File: src/rtl/note_sequencer_if.sv
// note_sequencer_if
//   Controller-side bundle for note_sequencer.
//   master : game controller (drives load/start, observes status)
//   slave  : note_sequencer   (consumes load/start, drives status)
//   Signals:
//     load_level     pulse, latch level_data/level_length
//     level_data     MAX_LEN packed notes, note 0 in the low N_KEYS bits
//     level_length   notes in level (clamped to MAX_LEN by the sequencer)
//     start_playback pulse, play the stored level on the LEDs
//     start_response pulse, check player key presses against the level
//     done_playback  sticky, playback finished
//     done_response  sticky, every note matched
//     made_mistake   sticky, wrong note / multi-key / timeout
//     busy           playback or response in progress
//     note_index     current 0-based note position
interface note_sequencer_if #(
  parameter int N_KEYS  = 4,
  parameter int MAX_LEN = 16,
  parameter int LEN_W   = 5
);
  logic                        load_level;
  logic [MAX_LEN*N_KEYS-1:0]   level_data;
  logic [LEN_W-1:0]            level_length;
  logic                        start_playback;
  logic                        start_response;
  logic                        done_playback;
  logic                        done_response;
  logic                        made_mistake;
  logic                        busy;
  logic [LEN_W-1:0]            note_index;

  modport master (
    output load_level, level_data, level_length, start_playback, start_response,
    input  done_playback, done_response, made_mistake, busy, note_index
  );

  modport slave (
    input  load_level, level_data, level_length, start_playback, start_response,
    output done_playback, done_response, made_mistake, busy, note_index
  );
endinterface

File: src/rtl/note_sequencer.sv
// note_sequencer
//   Stores a level of one-hot notes, plays it back on the LEDs with
//   programmable on/gap timing, then checks the player's key presses
//   against it (edge-triggered presses, release required between notes,
//   optional response timeout).
//   Ports:
//     clk          system clock
//     reset        asynchronous active-low reset
//     ctrl         controller bundle (note_sequencer_if.slave)
//     note_inputs  raw key levels, active-high, asynchronous to clk
//     note_outputs LED drive
module note_sequencer #(
  parameter int N_KEYS       = 4,
  parameter int MAX_LEN      = 16,
  parameter int LEN_W        = 5,
  parameter int NOTE_CYCLES  = 25000000,
  parameter int GAP_CYCLES   = 5000000,
  parameter int RESP_TIMEOUT = 250000000
) (
  input  logic              clk,
  input  logic              reset,
  note_sequencer_if.slave   ctrl,
  input  logic [N_KEYS-1:0] note_inputs,
  output logic [N_KEYS-1:0] note_outputs
);

  // One shared phase counter serves both the lit and dark phases.
  localparam int PH_MAX = (NOTE_CYCLES > GAP_CYCLES) ? NOTE_CYCLES : GAP_CYCLES;
  localparam int PH_W   = (PH_MAX > 1) ? $clog2(PH_MAX) : 1;
  localparam int TO_W   = (RESP_TIMEOUT > 1) ? $clog2(RESP_TIMEOUT) : 1;
  localparam logic [PH_W-1:0] NOTE_LAST = PH_W'(NOTE_CYCLES - 1);
  localparam logic [PH_W-1:0] GAP_LAST  = PH_W'(GAP_CYCLES - 1);
  localparam logic [TO_W-1:0] TO_LAST   = TO_W'((RESP_TIMEOUT > 0) ? RESP_TIMEOUT - 1 : 0);
  localparam bit              TO_EN     = (RESP_TIMEOUT != 0);

  typedef enum logic [2:0] {
    S_IDLE, S_PLAY_ON, S_PLAY_GAP, S_RESP_WAIT, S_RESP_RELEASE, S_DONE, S_MISTAKE
  } state_t;

  state_t                    state_q, state_d;
  logic [MAX_LEN*N_KEYS-1:0] level_q, level_d;
  logic [LEN_W-1:0]          len_q, len_d;
  logic [LEN_W-1:0]          idx_q, idx_d;
  logic [PH_W-1:0]           ph_q, ph_d;
  logic [TO_W-1:0]           to_q, to_d;
  logic                      done_play_q, done_play_d;
  logic                      done_resp_q, done_resp_d;
  logic                      mistake_q, mistake_d;
  logic [N_KEYS-1:0]         sync1_q, sync_keys_q, prev_keys_q;

  logic [N_KEYS-1:0] notes [MAX_LEN];
  logic [N_KEYS-1:0] cur_note;
  logic              press;
  logic              can_start;
  logic              last_note;

  generate
    for (genvar gi = 0; gi < MAX_LEN; gi++) begin : g_notes
      assign notes[gi] = level_q[gi*N_KEYS +: N_KEYS];
    end
  endgenerate

  always_comb begin
    cur_note = '0;
    for (int k = 0; k < MAX_LEN; k++) begin
      if (idx_q == LEN_W'(k)) cur_note = notes[k];
    end
  end

  // A press is the first nonzero sample after an all-released sample, so a
  // key already held when the response phase begins never counts.
  assign press     = (prev_keys_q == '0) && (sync_keys_q != '0);
  assign can_start = (state_q == S_IDLE) || (state_q == S_DONE) || (state_q == S_MISTAKE);
  assign last_note = (idx_q == len_q - LEN_W'(1));

  always_comb begin
    state_d     = state_q;
    level_d     = level_q;
    len_d       = len_q;
    idx_d       = idx_q;
    ph_d        = ph_q;
    to_d        = to_q;
    done_play_d = done_play_q;
    done_resp_d = done_resp_q;
    mistake_d   = mistake_q;

    case (state_q)
      S_IDLE, S_DONE, S_MISTAKE: begin
        // A load in the same cycle as a start takes priority so the start
        // can never run against a half-replaced level.
        if (ctrl.load_level) begin
          level_d     = ctrl.level_data;
          len_d       = (ctrl.level_length > LEN_W'(MAX_LEN)) ? LEN_W'(MAX_LEN)
                                                              : ctrl.level_length;
          done_play_d = 1'b0;
          done_resp_d = 1'b0;
          mistake_d   = 1'b0;
          idx_d       = '0;
          state_d     = S_IDLE;
        end else if (ctrl.start_playback) begin
          done_play_d = (len_q == '0);
          done_resp_d = 1'b0;
          mistake_d   = 1'b0;
          idx_d       = '0;
          ph_d        = '0;
          state_d     = (len_q == '0) ? S_DONE : S_PLAY_ON;
        end else if (ctrl.start_response) begin
          done_play_d = 1'b0;
          done_resp_d = (len_q == '0);
          mistake_d   = 1'b0;
          idx_d       = '0;
          to_d        = '0;
          state_d     = (len_q == '0) ? S_DONE : S_RESP_WAIT;
        end
      end
      S_PLAY_ON: begin
        if (ph_q == NOTE_LAST) begin
          ph_d    = '0;
          state_d = S_PLAY_GAP;
        end else begin
          ph_d = ph_q + PH_W'(1);
        end
      end
      S_PLAY_GAP: begin
        if (ph_q == GAP_LAST) begin
          ph_d = '0;
          if (last_note) begin
            done_play_d = 1'b1;
            state_d     = S_DONE;
          end else begin
            idx_d   = idx_q + LEN_W'(1);
            state_d = S_PLAY_ON;
          end
        end else begin
          ph_d = ph_q + PH_W'(1);
        end
      end
      S_RESP_WAIT: begin
        if (press) begin
          if (!$onehot(sync_keys_q) || (sync_keys_q != cur_note)) begin
            mistake_d = 1'b1;
            state_d   = S_MISTAKE;
          end else begin
            to_d    = '0;
            state_d = S_RESP_RELEASE;
          end
        end else if (TO_EN) begin
          if (to_q == TO_LAST) begin
            mistake_d = 1'b1;
            state_d   = S_MISTAKE;
          end else begin
            to_d = to_q + TO_W'(1);
          end
        end
      end
      S_RESP_RELEASE: begin
        if (sync_keys_q == '0) begin
          if (last_note) begin
            done_resp_d = 1'b1;
            state_d     = S_DONE;
          end else begin
            idx_d   = idx_q + LEN_W'(1);
            state_d = S_RESP_WAIT;
          end
        end
      end
      default: state_d = S_IDLE;
    endcase
  end

  always_ff @(posedge clk or negedge reset) begin
    if (!reset) begin
      state_q     <= S_IDLE;
      level_q     <= '0;
      len_q       <= '0;
      idx_q       <= '0;
      ph_q        <= '0;
      to_q        <= '0;
      done_play_q <= 1'b0;
      done_resp_q <= 1'b0;
      mistake_q   <= 1'b0;
      sync1_q     <= '0;
      sync_keys_q <= '0;
      prev_keys_q <= '0;
    end else begin
      state_q     <= state_d;
      level_q     <= level_d;
      len_q       <= len_d;
      idx_q       <= idx_d;
      ph_q        <= ph_d;
      to_q        <= to_d;
      done_play_q <= done_play_d;
      done_resp_q <= done_resp_d;
      mistake_q   <= mistake_d;
      sync1_q     <= note_inputs;
      sync_keys_q <= sync1_q;
      prev_keys_q <= sync_keys_q;
    end
  end

  always_comb begin
    note_outputs = '0;
    case (state_q)
      S_PLAY_ON:                   note_outputs = cur_note;
      S_RESP_WAIT, S_RESP_RELEASE: note_outputs = sync_keys_q;
      default:                     note_outputs = '0;
    endcase
  end

  assign ctrl.busy          = (state_q == S_PLAY_ON) || (state_q == S_PLAY_GAP) ||
                              (state_q == S_RESP_WAIT) || (state_q == S_RESP_RELEASE);
  assign ctrl.done_playback = done_play_q;
  assign ctrl.done_response = done_resp_q;
  assign ctrl.made_mistake  = mistake_q;
  assign ctrl.note_index    = idx_q;

endmodule
File: src/flat_wrapper.sv
// flat-port wrapper written by rule: the top's interface ports become plain ports
module note_sequencer_flat 
#(
  parameter int N_KEYS       = 4,
  parameter int MAX_LEN      = 16,
  parameter int LEN_W        = 5,
  parameter int NOTE_CYCLES  = 25000000,
  parameter int GAP_CYCLES   = 5000000,
  parameter int RESP_TIMEOUT = 250000000
)
  (clk, reset, note_inputs, note_outputs, ctrl_load_level, ctrl_level_data, ctrl_level_length, ctrl_start_playback, ctrl_start_response, ctrl_done_playback, ctrl_done_response, ctrl_made_mistake, ctrl_busy, ctrl_note_index);
  note_sequencer_if #(.N_KEYS(N_KEYS), .MAX_LEN(MAX_LEN), .LEN_W(LEN_W)) ctrl_i ();
  input  logic clk;
  input  logic reset;
  input  logic [N_KEYS-1:0] note_inputs;
  output logic [N_KEYS-1:0] note_outputs;
  input wire logic [$bits(ctrl_i.load_level)-1:0] ctrl_load_level;
  input wire logic [$bits(ctrl_i.level_data)-1:0] ctrl_level_data;
  input wire logic [$bits(ctrl_i.level_length)-1:0] ctrl_level_length;
  input wire logic [$bits(ctrl_i.start_playback)-1:0] ctrl_start_playback;
  input wire logic [$bits(ctrl_i.start_response)-1:0] ctrl_start_response;
  output wire logic [$bits(ctrl_i.done_playback)-1:0] ctrl_done_playback;
  output wire logic [$bits(ctrl_i.done_response)-1:0] ctrl_done_response;
  output wire logic [$bits(ctrl_i.made_mistake)-1:0] ctrl_made_mistake;
  output wire logic [$bits(ctrl_i.busy)-1:0] ctrl_busy;
  output wire logic [$bits(ctrl_i.note_index)-1:0] ctrl_note_index;
  assign ctrl_i.load_level = ctrl_load_level;
  assign ctrl_i.level_data = ctrl_level_data;
  assign ctrl_i.level_length = ctrl_level_length;
  assign ctrl_i.start_playback = ctrl_start_playback;
  assign ctrl_i.start_response = ctrl_start_response;
  assign ctrl_done_playback = ctrl_i.done_playback;
  assign ctrl_done_response = ctrl_i.done_response;
  assign ctrl_made_mistake = ctrl_i.made_mistake;
  assign ctrl_busy = ctrl_i.busy;
  assign ctrl_note_index = ctrl_i.note_index;
  note_sequencer #(.N_KEYS(N_KEYS), .MAX_LEN(MAX_LEN), .LEN_W(LEN_W), .NOTE_CYCLES(NOTE_CYCLES), .GAP_CYCLES(GAP_CYCLES), .RESP_TIMEOUT(RESP_TIMEOUT)) u_core (.clk(clk), .reset(reset), .ctrl(ctrl_i), .note_inputs(note_inputs), .note_outputs(note_outputs));
endmodule
File: config.mk
export PLATFORM = sky130hd
export DESIGN_NAME = note_sequencer_flat
export DESIGN_NICKNAME = d
export VERILOG_FILES = /design/src/rtl/note_sequencer_if.sv /design/src/rtl/note_sequencer.sv /design/src/flat_wrapper.sv
export SDC_FILE = /design/constraint.sdc
export NUM_CORES = 1
export LEC_CHECK = 0
export CAP_MARGIN = 5
export CORE_MARGIN = 1
export CORE_UTILIZATION = 30
export CTS_CLUSTER_DIAMETER = 100
export CTS_CLUSTER_SIZE = 28
export DETAILED_ROUTE_END_ITERATION = 6
export GPL_ROUTABILITY_DRIVEN = 0
export SETUP_SLACK_MARGIN = 0.02
export SYNTH_ARGS = -nofsm -noshare
export SYNTH_HDL_FRONTEND = slang
export SYNTH_SLANG_ARGS = --single-unit
File: constraint.sdc
create_clock -name clk -period 4.66 [get_ports clk]
set_clock_uncertainty 0.1 [all_clocks]
set_input_delay 0.699 -clock clk [delete_from_list [all_inputs] [get_ports clk]]
set_output_delay 0.699 -clock clk [all_outputs]
set_load 0.05 [all_outputs]
## Word-level counts from Yosys, hierarchy flattened

Cells that the tools add are included.

- Bits in registers: 145
- Output and inout port bits: 13

- Equal/unequal tests: 41
- Reductions and logical operators: 27
- Mux-type cells: 68
- Magnitude comparators: 1
- Add/subtract/negate cells: 7

Operator list:

| operator | number |
|---|---|
| $mux 28 | 6 |
| $mux 25 | 4 |
| $pmux 25 s3 | 1 |
| $mux 4 | 16 |
| $pmux 28 s2 | 1 |
| $eq 5x4->1 const B | 8 |
| $mux 3 | 12 |
| $mux 5 | 7 |
| $add 28x1->28 const B | 1 |
| $eq 28x28->1 const B | 1 |
| $add 25x1->25 const B | 1 |
| $eq 25x23->1 const B | 1 |
| $eq 25x25->1 const B | 1 |
| $eq 5x3->1 const B | 4 |
| $reduce_and 4->1 | 4 |
| $pmux 3 s5 | 1 |
| $pmux 5 s3 | 1 |
| $mux 1 | 14 |
| $eq 5x2->1 const B | 2 |
| $logic_not 5->1 | 2 |
| $ne 2x1->1 const B | 5 |
| $eq 3x3->1 const B | 3 |
| $logic_not 4->1 | 2 |
| $ne 2x2->1 const B | 4 |
| other kinds (30) | 42 |

## Logic depth before layout (Yosys ltp)

- Depth in word-level cells: 22
- Mapped depth: 16
- Gate-level depth less buffers: 12

## Least setup slack after synthesis

OpenSTA, ideal clock, no wires.

- Path type: reg2out
- Start: register u_core.idx_q[0], in the netlist u_core.ctrl.note_index[0]
- End: output note_outputs[3]
- Buffers on the path: 3
- Cell stages (with the launch flop): 10
- Arrival time: 3.802 ns
- Slack: 0.059 ns
- Cell sequence: dfrtp_1 > inv_1 > ha_1 > buf_2 > buf_4 > buf_2 > a2111o_1 > a22oi_1 > nor2_1 > o41ai_1

- Cells in the longest elaborated chain, start to end: 18
- Elaborated cells between the ends (all ways): 33

RTL lines:

| item | RTL line | RTL |
|---|---|---|
| start: declaration | note_sequencer.sv:43 | `logic [LEN_W-1:0] idx_q, idx_d;` |
| start signal: assignment | note_sequencer.sv:189 | `idx_q <= idx_d;` |
| $logic_not 5->1 | note_sequencer.sv:66 | `if (idx_q == LEN_W'(k)) cur_note = notes[k];` |
| $mux 4 (15 in a row) | note_sequencer.sv:66 |  |
| $mux 4 * | note_sequencer.sv:66 |  |
| $pmux 4 s2 * | note_sequencer.sv:203 | `case (state_q)` |
| end: declaration | flat_wrapper.sv:16 | `output logic [N_KEYS-1:0] note_outputs;` |

Mark *: on every way between the ends. The rest lies on a longest branch, timed or not.

## Worst setup path in the final report

- Start: register u_core.idx_q[0], in the netlist u_core.ctrl.note_index[0]
- End: output note_outputs[1]

Same word-level chain as after synthesis.

==> flow_summary_export.csv <==
group,metric,value,unit
grt,grt_usage,15.9,%
critical_path,worst_setup_path_end_kind,"output pin",
place,io_buffers,90,
final_layout,fin_util,38.1,%
logic_synthesis,yosysSeqAreaShare,44.7,%
routing,wl,21.5,mm
routing,drtIter0Drc,484,
critical_path,critPathLaunchType,"flop",
hold_path,hp-class,"primary input to asynchronous set/reset pin",
sta,worst_slew_pin_slew,0.971,ns
pwr,ir_drop,307,uV
place,hpwl,15.5,mm
floorplanning,row_count,59,
grt,antenna_found_initial,0,
place,dpl.cell_count,1239,
sta,hold_viol_final,0,
sta,slew_violations,0,
grt,grt_pass1_vias,6471,
logic_synthesis,async_flop_share,100,%
critical_path,worst-path-stages,11,
sta,setup_slack,0.271,ns
pwr,pwr-share-clk,25.6,%
critical_path,path_cells,"ha_1 -> buf_4 -> or4_4 -> a221o_1 -> a31oi_2 -> nor2b_1 -> o31a_1 -> nor3_1 -> a21oi_1 -> o22ai_1 -> buf_12",
final_layout,drive_gt1_share,14.2,%
pwr,intPower,3.59,mW
sta,relSlewSlack,35.3,%
grt,grt_overflow,0,
pwr,power_frac_comb,38.2,%
final_layout,fin_cells,1271,
pwr,p_total,5.73,mW
pwr,netSwitchingFraction,37.4,%
critical_path,reg2reg_to,"u_core.to_q[15]",
sta,fin_crit,4.39,ns
critical_path,ff2ff_setup_slack,0.50,ns
clock_network,cts_buffer_depth,2,
critical_path,critical_path_required,3.86,ns
logic_synthesis,postSynthAreaPerCell,9.59,um2
routing,num_vias,6720,
critical_path,timing.rr.start,"u_core.ctrl.note_index[1]",
floorplanning,die_w,167,um
logic_synthesis,yosysWarnings,0,
floorplanning,io_pins,91,
pwr,powerDensity,573,nW/um2
pwr,p_leak,4.08,nW
logic_synthesis,synthFlopType,"dfrtp_1",
routing,vias_per_cell,5.29,
logic_synthesis,netlist-cell-type-count,79,
pwr,p_sw,2.14,mW
clock_network,clkTransAtPathRegs,0.06,ns
critical_path,worstSetupPathType,"flop to output pin",
sta,period_share,94.2,%
clock_network,tritoncts,"done",
logic_synthesis,netlist_instances,847,
routing,drc,7,
floorplanning,dieArea,27700,um2
clock_network,cts_root_buffer,"clkbuf_16",
sta,tns,0,ns
sta,finalSetupViolCount,0,
final_layout,diodes,0,
place,dpl_worst_slack,0.581,ns
final_layout,nets,1017,
routing,ant_nets,0,
final_layout,layout_commonest_cell,"dfrtp_1",
final_layout,mostFrequentLayoutCells,"dfrtp_1 (145), clkdlybuf4s50_1 (85), nand2_1 (78), nor2_1 (73), o21ai_0 (70)",
final_layout,fin_area,10000,um2
logic_synthesis,syn_nets,941,
floorplanning,die-height,167,um
place,place_area,9370,um2
floorplanning,start_util,30.9,%
clock_network,post_cts_buffers,0,
pwr,pwr-share-seq,36.2,%
sta,rsz0062_at_grt,"false",
critical_path,slowest_delay,0.47,ns
run,drv_cap,0,
logic_synthesis,ys_seq_elements,145,
critical_path,critPathSlowestCell,"dfrtp_1",
critical_path,crit_end,"note_outputs[1]",
critical_path,cp.arrival,3.59,ns
critical_path,worstPathBufferInverterCount,2,
critical_path,reg2regPathDepth,12,
clock_network,cts-htree-levels,4,
status,outcome,"finished with violations",
sta,hold_ws,0.200,ns
final_layout,syn2layout_area_growth,23.2,%
critical_path,cp_max_fo,25,
critical_path,cp_top_family,"compound AO/OA/AOI/OAI gates",
critical_path,crit_start,"u_core.ctrl.note_index[0]",
floorplanning,core,26300,um2
logic_synthesis,synth-edff-count,0,
sta,fmax,228,MHz
clock_network,cts_buffers,17,
clock_network,numClockSinks,145,
routing,wire_per_inst,16.9,um
grt,grt_first_pass_wirelength,35.1,mm
routing,dr.pass1.iters,7,
logic_synthesis,synth_area,8120,um2
status,violations,"DRC",
clock_network,clkLatencyLatePin,0.44,ns
grt,grt_max_degree,81,
-- repair_timing --
action                                  4_1_cts  5_1_grt
endpoints found under the setup margin        0        1
endpoints found under the hold margin         0        0
resized for setup                             0        1
hold buffers                                  0        0
-- cells by family after synthesis --
logic type               count (synthesis)  share of synthesized area (%)
adder cells (fa/ha/maj)                 17                           2.77
AND/OR/NAND/NOR                        303                           19.2
multiplexers                            72                           9.94
XOR/XNOR                                15                           1.62
flip-flops                             145                           44.7
AO/OA/AOI/OAI                          221                           17.9
buffers and inverters                   74                           3.85
-- worst reg2reg max path, cell delays in order (launching register included) --
cell and delay, ns:
dfrtp_1 0.48, inv_1 0.10, ha_1 0.35, buf_4 0.29
a221oi_1 0.24, nor2_1 0.07, o32ai_1 0.35, a211oi_1 0.19
a2111oi_1 0.62, a2111oi_4 0.14, a21oi_1 0.81, o21ai_0 0.21
o31ai_1 0.10
-- Yosys cell counts (all sizes together) (3+ instances only) --
cell / n / area share (%)
dfrtp: 145 / 45
nand2: 79 / 3.7
nor2: 73 / 3.4
o21ai: 71 / 4.4
mux2: 69 / 9.6
a21oi: 54 / 3.3
clkbuf: 28 / 1.3
inv: 28 / 1.3
nand3: 25 / 1.5
a31oi: 18 / 1.7
and3: 18 / 1.4
buf: 17 / 1.2
nand2b: 15 / 1.2
ha: 14 / 2.2
nor3: 13 / 0.80
nand3b: 12 / 1.1
xor2: 11 / 1.2
a211oi: 10 / 0.99
and2: 10 / 0.77
nor4: 9 / 0.69
o31ai: 9 / 0.83
or3: 8 / 0.68
nand4: 7 / 0.54
nor2b: 7 / 0.54
nor3b: 7 / 0.71
a21o: 5 / 0.46
o211ai: 5 / 0.46
a221oi: 4 / 0.43
and4: 4 / 0.43
nand4b: 4 / 0.43
o21a: 4 / 0.37
xnor2: 4 / 0.43
a2111oi: 3 / 0.65
a221o: 3 / 0.37
a222oi: 3 / 0.37
mux2i: 3 / 0.37
o2111ai: 3 / 0.32
o22ai: 3 / 0.23
o41ai: 3 / 0.32
or3b: 3 / 0.35
or4: 3 / 0.32
-- metal layers --
metal	routed length (um)	GRT usage, %	vias to the layer above	part of all wire, %
li1	-	-	3250	-
met1	10700	22.9	3294	50
met2	9670	24.3	156	45
met3	843	2.40	20	3.9
met4	282	5.23	0	1.3
met5	0	0	-	0
-- power by group through the flow --
stage | clock network, mW | logic (mW) | registers [mW]
after global routing | 1.55 | 2.40 | 2.13
after CTS | 1.50 | 2.20 | 2.07
after floorplan | 0 | 1.62 | 1.93
after global placement | 0 | 2.15 | 2.08
final | 1.47 | 2.19 | 2.08
after detailed placement | 0 | 2.19 | 2.08
-- state kept, by name, indices dropped and copies added (netlist names), 4 cells and up --
name,count
u_core.to_q,28
u_core.level_q,64
u_core.ctrl.note_index,5
u_core.sync1_q,4
u_core.ph_q,25
u_core.len_q,5
u_core.sync_keys_q,4
u_core.prev_keys_q,4
-- how the worst min path moves through the flow --
stage	start	endpoint	slack [ns]	cells past startpoint
2_1_floorplan	u_core.sync1_q[0]	u_core.sync_keys_q[0]	0.23	0
3_3_place_gp	u_core.sync1_q[0]	u_core.sync_keys_q[0]	0.24	0
3_5_place_dp	u_core.sync1_q[0]	u_core.sync_keys_q[0]	0.23	0
4_1_cts	reset	u_core.level_q[29]	0.24	1
5_1_grt	reset	u_core.level_q[29]	0.27	1
6_report	reset	u_core.level_q[29]	0.20	1
-- layout make-up --
class | count | area, um2
multi-input combinational | 628 | 4190
timing repair buffer | 102 | 1030
sequential | 145 | 3630
clock buffer | 20 | 447
fill | 2620 | 16300
inverter | 29 | 109
clock inverter | 12 | 183
tap | 335 | 419
No activity file was read; power rests on OpenSTA's default activity.
